### src/rtl/i2c_slave_if.sv
// I2C slave with an RX byte memory written by master writes and a TX FIFO
// drained by master reads; bus inputs are synchronized into the clk_i domain.
module i2c_slave_if #(
  parameter int                        I2C_ADDR_WIDTH      = 7,
  parameter int                        I2C_DATA_WIDTH      = 8,
  parameter int                        TRANSFER_DEBUG_MODE = 0,
  parameter logic [I2C_ADDR_WIDTH-1:0] SLAVE_ADDR          = 7'h12,
  parameter int                        BUF_DEPTH           = 128
) (
  input  logic                               clk_i,
  input  logic                               rst_i,
  input  logic                               scl_i,
  input  logic                               sda_i,
  output logic                               sda_o,
  input  logic [I2C_ADDR_WIDTH-1:0]          cfg_addr_i,
  input  logic                               cfg_load_i,
  input  logic                               tx_push_i,
  input  logic [I2C_DATA_WIDTH-1:0]          tx_data_i,
  input  logic [$clog2(BUF_DEPTH)-1:0]       rx_idx_i,
  output logic [I2C_DATA_WIDTH-1:0]          rx_data_o,
  output logic [$clog2(BUF_DEPTH+1)-1:0]     rx_count_o,
  output logic [I2C_DATA_WIDTH-1:0]          most_recent_xfer
);
  localparam int DW = I2C_DATA_WIDTH;
  localparam int IW = $clog2(BUF_DEPTH);
  localparam int CW = $clog2(BUF_DEPTH+1);
  localparam int BW = $clog2(DW+1);
  localparam logic [BW-1:0] LAST = BW'(DW);
  localparam logic [CW-1:0] FULL = CW'(BUF_DEPTH);
  localparam logic [IW-1:0] PTR_MAX = IW'(BUF_DEPTH-1);

  localparam logic [2:0] S_IDLE     = 3'd0;
  localparam logic [2:0] S_ADDR     = 3'd1;
  localparam logic [2:0] S_ADDR_ACK = 3'd2;
  localparam logic [2:0] S_WR_DATA  = 3'd3;
  localparam logic [2:0] S_WR_ACK   = 3'd4;
  localparam logic [2:0] S_RD_DATA  = 3'd5;
  localparam logic [2:0] S_RD_ACK   = 3'd6;
  localparam logic [2:0] S_IGNORE   = 3'd7;

  // Transfer printouts are produced by the bench; the flag carries no logic.
  if (TRANSFER_DEBUG_MODE != 0) begin : g_dbg
  end

  // [0] first flop, [1] synchronized value, [2] previous synchronized value
  logic [2:0] scl_sync, sda_sync;
  logic       start_c, stop_c, scl_rise, scl_fall, sda_s;

  logic [2:0]                state;
  logic [BW-1:0]             bit_cnt;
  logic [DW-1:0]             shift;
  logic [DW-2:0]             tx_shift;
  logic                      rw, mack;
  logic [I2C_ADDR_WIDTH-1:0] slave_addr;

  logic [DW-1:0] rx_mem [BUF_DEPTH];
  logic [DW-1:0] tx_mem [BUF_DEPTH];
  logic [IW-1:0] tx_wr, tx_rd;
  logic [CW-1:0] tx_cnt;

  logic          run, rx_we, load_rd, tx_pop, tx_push_ok, tx_empty, tx_full, addr_match;
  logic [DW-1:0] tx_byte;

  always_ff @(posedge clk_i) begin
    if (!rst_i) begin
      scl_sync <= '1;
      sda_sync <= '1;
    end else begin
      scl_sync <= {scl_sync[1:0], scl_i};
      sda_sync <= {sda_sync[1:0], sda_i};
    end
  end

  always_comb begin
    sda_s    = sda_sync[1];
    start_c  = scl_sync[1] & scl_sync[2] & sda_sync[2] & ~sda_sync[1];
    stop_c   = scl_sync[1] & scl_sync[2] & ~sda_sync[2] & sda_sync[1];
    scl_rise = scl_sync[1] & ~scl_sync[2];
    scl_fall = ~scl_sync[1] & scl_sync[2];
  end

  function automatic logic [IW-1:0] ptr_nxt(input logic [IW-1:0] p);
    return (p == PTR_MAX) ? '0 : p + 1'b1;
  endfunction

  always_comb begin
    run        = rst_i & ~cfg_load_i & ~start_c & ~stop_c;
    tx_empty   = (tx_cnt == '0);
    tx_full    = (tx_cnt == FULL);
    tx_byte    = tx_empty ? '1 : tx_mem[tx_rd];
    addr_match = (shift[DW-1 -: I2C_ADDR_WIDTH] == slave_addr);
    rx_we      = run & scl_fall & (state == S_WR_DATA) & (bit_cnt == LAST) & (rx_count_o < FULL);
    load_rd    = run & scl_fall & (((state == S_ADDR_ACK) & rw) | ((state == S_RD_ACK) & mack));
    tx_pop     = load_rd & ~tx_empty;
    tx_push_ok = rst_i & ~cfg_load_i & tx_push_i & ~tx_full;
    rx_data_o  = rx_mem[rx_idx_i];
  end

  always_ff @(posedge clk_i) begin
    if (rx_we) rx_mem[rx_count_o[IW-1:0]] <= shift;
    if (tx_push_ok) tx_mem[tx_wr] <= tx_data_i;
  end

  always_ff @(posedge clk_i) begin
    if (!rst_i || cfg_load_i) begin
      tx_wr  <= '0;
      tx_rd  <= '0;
      tx_cnt <= '0;
    end else begin
      if (tx_push_ok) tx_wr <= ptr_nxt(tx_wr);
      if (tx_pop)     tx_rd <= ptr_nxt(tx_rd);
      case ({tx_push_ok, tx_pop})
        2'b10:   tx_cnt <= tx_cnt + 1'b1;
        2'b01:   tx_cnt <= tx_cnt - 1'b1;
        default: tx_cnt <= tx_cnt;
      endcase
    end
  end

  always_ff @(posedge clk_i) begin
    if (!rst_i) begin
      state            <= S_IDLE;
      sda_o            <= 1'b1;
      most_recent_xfer <= '0;
      rx_count_o       <= '0;
      slave_addr       <= SLAVE_ADDR;
      bit_cnt          <= '0;
      shift            <= '0;
      tx_shift         <= '0;
      rw               <= 1'b0;
      mack             <= 1'b0;
    end else if (cfg_load_i) begin
      slave_addr <= cfg_addr_i;
      rx_count_o <= '0;
      state      <= S_IDLE;
      sda_o      <= 1'b1;
    end else if (start_c) begin
      state   <= S_ADDR;
      bit_cnt <= '0;
      sda_o   <= 1'b1;
    end else if (stop_c) begin
      state <= S_IDLE;
      sda_o <= 1'b1;
    end else begin
      if (scl_rise && bit_cnt != LAST &&
          (state == S_ADDR || state == S_WR_DATA || state == S_RD_DATA)) begin
        shift   <= {shift[DW-2:0], sda_s};
        bit_cnt <= bit_cnt + 1'b1;
      end
      if (scl_rise && state == S_RD_ACK) mack <= ~sda_s;
      // sda_o only moves on a falling scl so the master never sees it change while scl is high
      if (scl_fall) begin
        case (state)
          S_ADDR: if (bit_cnt == LAST) begin
            if (addr_match) begin
              sda_o <= 1'b0;
              rw    <= shift[0];
              state <= S_ADDR_ACK;
            end else begin
              state <= S_IGNORE;
            end
          end
          S_ADDR_ACK: begin
            bit_cnt <= '0;
            if (rw) begin
              state            <= S_RD_DATA;
              sda_o            <= tx_byte[DW-1];
              tx_shift         <= tx_byte[DW-2:0];
              most_recent_xfer <= tx_byte;
            end else begin
              state <= S_WR_DATA;
              sda_o <= 1'b1;
            end
          end
          S_WR_DATA: if (bit_cnt == LAST) begin
            if (rx_count_o < FULL) begin
              rx_count_o       <= rx_count_o + 1'b1;
              most_recent_xfer <= shift;
              sda_o            <= 1'b0;
              state            <= S_WR_ACK;
            end else begin
              state <= S_IGNORE;
            end
          end
          S_WR_ACK: begin
            sda_o   <= 1'b1;
            bit_cnt <= '0;
            state   <= S_WR_DATA;
          end
          S_RD_DATA: begin
            if (bit_cnt == LAST) begin
              sda_o <= 1'b1;
              state <= S_RD_ACK;
            end else begin
              sda_o    <= tx_shift[DW-2];
              tx_shift <= {tx_shift[DW-3:0], 1'b0};
            end
          end
          S_RD_ACK: begin
            if (mack) begin
              bit_cnt          <= '0;
              state            <= S_RD_DATA;
              sda_o            <= tx_byte[DW-1];
              tx_shift         <= tx_byte[DW-2:0];
              most_recent_xfer <= tx_byte;
            end else begin
              state <= S_IGNORE;
              sda_o <= 1'b1;
            end
          end
          default: ;
        endcase
      end
    end
  end
endmodule

### config.mk
export PLATFORM = sky130hd
export DESIGN_NAME = i2c_slave_if
export DESIGN_NICKNAME = d
export VERILOG_FILES = /design/src/rtl/i2c_slave_if.sv
export SDC_FILE = /design/constraint.sdc
export NUM_CORES = 2
export LEC_CHECK = 0
export CAP_MARGIN = 40
export CORE_MARGIN = 4
export CORE_UTILIZATION = 57
export CTS_CLUSTER_DIAMETER = 150
export CTS_CLUSTER_SIZE = 14
export DETAILED_ROUTE_END_ITERATION = 8
export GPL_ROUTABILITY_DRIVEN = 0
export GPL_TIMING_DRIVEN = 0
export PLACE_DENSITY = 0.73
export SYNTH_ARGS = -nofsm -noshare
export SYNTH_HDL_FRONTEND = slang
export SYNTH_SLANG_ARGS = --single-unit
### constraint.sdc
create_clock -name clk_i -period 9.85 [get_ports clk_i]
set_input_delay 1.97 -clock clk_i [delete_from_list [all_inputs] [get_ports clk_i]]
set_output_delay 1.97 -clock clk_i [all_outputs]
set_load 0.02 [all_outputs]
==> summary.txt <==
Clocking
  – Clock slew at reported path FFs: 0.06 ns
  – CTS Sinks: around 2.1k
  – CTS Root Cell: clkbuf_16
  – Skew-Pair Late Insertion Delay: a little over 0.8 ns
  – Count of hold-fix buffers inserted at cts: 0
  – Number of gates resized after cts: 0
  – CTS buffer count: 170
  – Clock buffer depth: 3
  – Post-CTS Setup Bufs: 0
  – H-tree levels: 4
  – CTS tree: built

Hold path
  – Hold_sp: scl_sync[0]$_SDFF_PN1_
  – Hold WC Path Type: flop to flop

GRT
  – GRT Util Overall: 0.285
  – GRT Residual Overflow: 0
  – First-pass GRT wire length: around 300,000 µm
  – Largest net degree at the start of global routing: 97
  – Initial antenna violation count: 6
  – Vias in the first global route: roughly 42k

Setup path
  – Reg-to-reg slack, setup: 5.28 ns
  – Crit. End Element: primary output
  – Worst R2R Path Depth: 9
  – Crit path kind: input port to primary output
  – Critical Path AT: 6.09 ns
  – Crit Path Max Fanout: 10
  – Startpoint Class: input port
  – Crit path launch: rx_idx_i[0]
  – Worst EP required: 7.88 ns
  – Crit path capture: rx_data_o[1]
  – Worst r2r dst: sda_o$_SDFFE_PP1P_

Timing
  – Sum Neg Setup Slack: 0 ns
  – RSZ-0062 raised after global routing: no
  – Final WS setup: 1.79 ns
  – Min Tclk post-route: between 8 and 9 ns
  – Slew @ Worst Pin: roughly 0.99 ns
  – Clk_skew: 0.0340 ns
  – Period utilisation layout: 0.819
  – Worst slew margin: 0.321
  – FMAX: between 100 and 150 MHz
  – Setup-failing EPs final: 0
  – Max-slew violation count: 0
  – Final Hold Fails: 0

Placed design
  – Pre-CTS setup slack: between 1.5 and 2 ns
  – Port-buffer cells: 45
  – DP HPWL: between 100,000 and 150,000 µm
  – Cell count after placement: 6,022

Die
  – Die X: 390 µm
  – Initial Util: 0.576
  – Area of the core: between 100,000 and 150,000 µm²
  – Height of the chip: around 400 µm
  – Die area: 152,000 µm²
  – Ports: 53
  – Num rows: 139

Yosys
  – Synth top cells by count: edfxtp_1 (2,048), mux4_2 (556), nor2_1 (354)
  – Most common cell in the netlist: edfxtp_1
  – Post-synth top area share: 0.740
  – Cells after synthesis: 3,975
  – Ys Warns: 0
  – Mean area per synthesized cell: 20.9 µm²
  – Cell taking the most area after synthesis: edfxtp_1
  – Number of synthesized flops with an enable pin: 2,048
  – Most used DFF post-synth: edfxtp_1
  – Asr flop ratio synth: 0
  – Synth Register Bits: 2,131
  – Cell area after synthesis: 83,100 µm²
  – Post-synthesis sequential area ratio: 0.760
  – Syn Nets: approximately 4k
  – Count of cell types in the netlist: 71
  – Synth area leaders: edfxtp_1 (74%), mux4_2 (15%), dfxtp_1 (2.0%), nor2_1 (1.6%), mux2i_1 (1.3%)

Final layout
  – Multi-input logic area: between 15,000 and 20,000 µm²
  – Fraction of layout cells with a size suffix above 1: 0.227
  – Fill cells: roughly 9.4k
  – Layout Nets: between 4k and 5k
  – Register area: 63,200 µm²
  – Final std cells w/o fill: 6,259
  – P&R area growth vs syn: 10.7%

Drt
  – Via density: 6.79
  – First-pass iteration count of the detailed router: 6
  – DRC violations left: 0
  – Detail Route met2 WL: 101,000 µm
  – Uppermost layer routed: met5
  – WL per Instance: 34.2 µm
  – Routed vias: roughly 43k
  – Routed Antenna Nets: 0
  – DRT met1 WL: between 70,000 and 80,000 µm
  – WL met3: between 20,000 and 25,000 µm
  – Overall routed net length: between 200,000 and 250,000 µm
  – Initial DRC Count: 6,116

Power and ir drop
  – Power per standard cell area: 178 nW/µm²
  – VDD IR-drop max: 0.000190 V
  – Lkg Pwr: around 0.03 µW

Outcome
  – Status: completed

Flow run
  – Max cap viols: 0
## final cells by class
type,count,area share
clock buffers,215,0.0488
clock inverters,13,0.00218
flip-flops and latches,2131,0.687
repair buffers,148,0.0193
diodes,5,0.000136
multi-input cells,1605,0.205
plain buffers,226,0.0108
well taps,1903,0.0259
inverters,13,0.000585
## cells by family after synthesis
family,count (synthesis),share of synthesized area
flip-flops,2131,0.760
multiplexers,703,0.169
AND/OR/NAND/NOR,601,0.0321
AO/OA/AOI/OAI,260,0.0217
buffers and inverters,239,0.0126
XOR/XNOR,34,0.00358
adder cells (fa/ha/maj),7,0.00105
## critical path, cell delays in order
cell and delay (ns):
clkbuf_1 0.25, buf_2 0.51, clkbuf_1 0.52, buf_2 0.52
mux4_2 0.59, mux4_2 0.53, mux2i_1 0.35, a221oi_1 0.23
clkdlybuf4s50_1 0.59
## metrics by stage
stage	utilization	hold WS (ns)	instance area [µm²]	total power, µW
after CTS	0.638	0.407	91900	16400
after detailed placement	0.605	0.393	87300	10300
after global routing	0.638	0.419	92000	16800
after global placement	0.596	0.393	85900	10300
final	0.638	0.405	92000	16400
after floorplan	-	0.386	83100	10200
## routing by layer
| layer | vias to the layer above | track usage |
|---|---|---|
| met5 | - | 0 |
| met4 | 2 | 0.124 |
| met3 | 515 | 0.0700 |
| met2 | 2891 | 0.441 |
| met1 | 22065 | 0.392 |
| li1 | 17038 | - |
## worst min-delay path by stage
| stage | endpoint | slack (ns) | depth (start not counted) |
|---|---|---|---|
| global placement | sda_sync[1]$_SDFF_PN1_ | 0.39 | 1 |
| global route | scl_sync[1]$_SDFF_PN1_ | 0.42 | 1 |
| floorplan | scl_sync[1]$_SDFF_PN1_ | 0.39 | 1 |
| finish | scl_sync[1]$_SDFF_PN1_ | 0.41 | 1 |
| CTS | scl_sync[1]$_SDFF_PN1_ | 0.41 | 1 |
| detailed placement | scl_sync[1]$_SDFF_PN1_ | 0.39 | 1 |
## flip-flops by register name, indices dropped and copies added (netlist names), named ones only
register / cells
tx_shift: 7
scl_sync: 3
slave_addr: 7
most_recent_xfer: 8
tx_cnt: 8
bit_cnt: 4
mack: 1
rx_mem: 1024
rw: 1
sda_sync: 3
shift: 8
sda_o: 1
tx_rd: 7
tx_wr: 7
state: 3
rx_count_o: 8
tx_mem: 1024
## cell usage in the layout, fill, tap and decap left out, drive strengths merged, types with 5 or more instances in the layout
cell and instances:
xnor2 20, buf 221, o22ai 29, clkdlybuf4s50 37
nand3 33, a22o 10, o21ai 34, a211oi 12
a2111oi 8, nand2 83, or3 7, mux2 35
a31oi 8, nor4 7, mux2i 112, a22oi 29
inv 18, a41oi 14, nor2 354, clkbuf 331
nand2b 13, clkinv 8, nand3b 6, nor3 17
a21oi 51, nor2b 36, nand4 13, diode 5
ha 7, o211ai 14, xor2 14, edfxtp 2048
dfxtp 83, and2 6, mux4 556, a221oi 13
## power breakdown
group / switching [µW] / total, µW / internal [µW] / leakage (µW)
sequential: 3.40 / 9850 / 9840 / 0.0212
clock: 3020 / 6210 / 3190 / 0.00227
combinational: 202 / 298 / 96.3 / 0.00637
total: 3220 / 16400 / 13100 / 0.0298
Note: power is estimated with default switching activity, not from simulation.
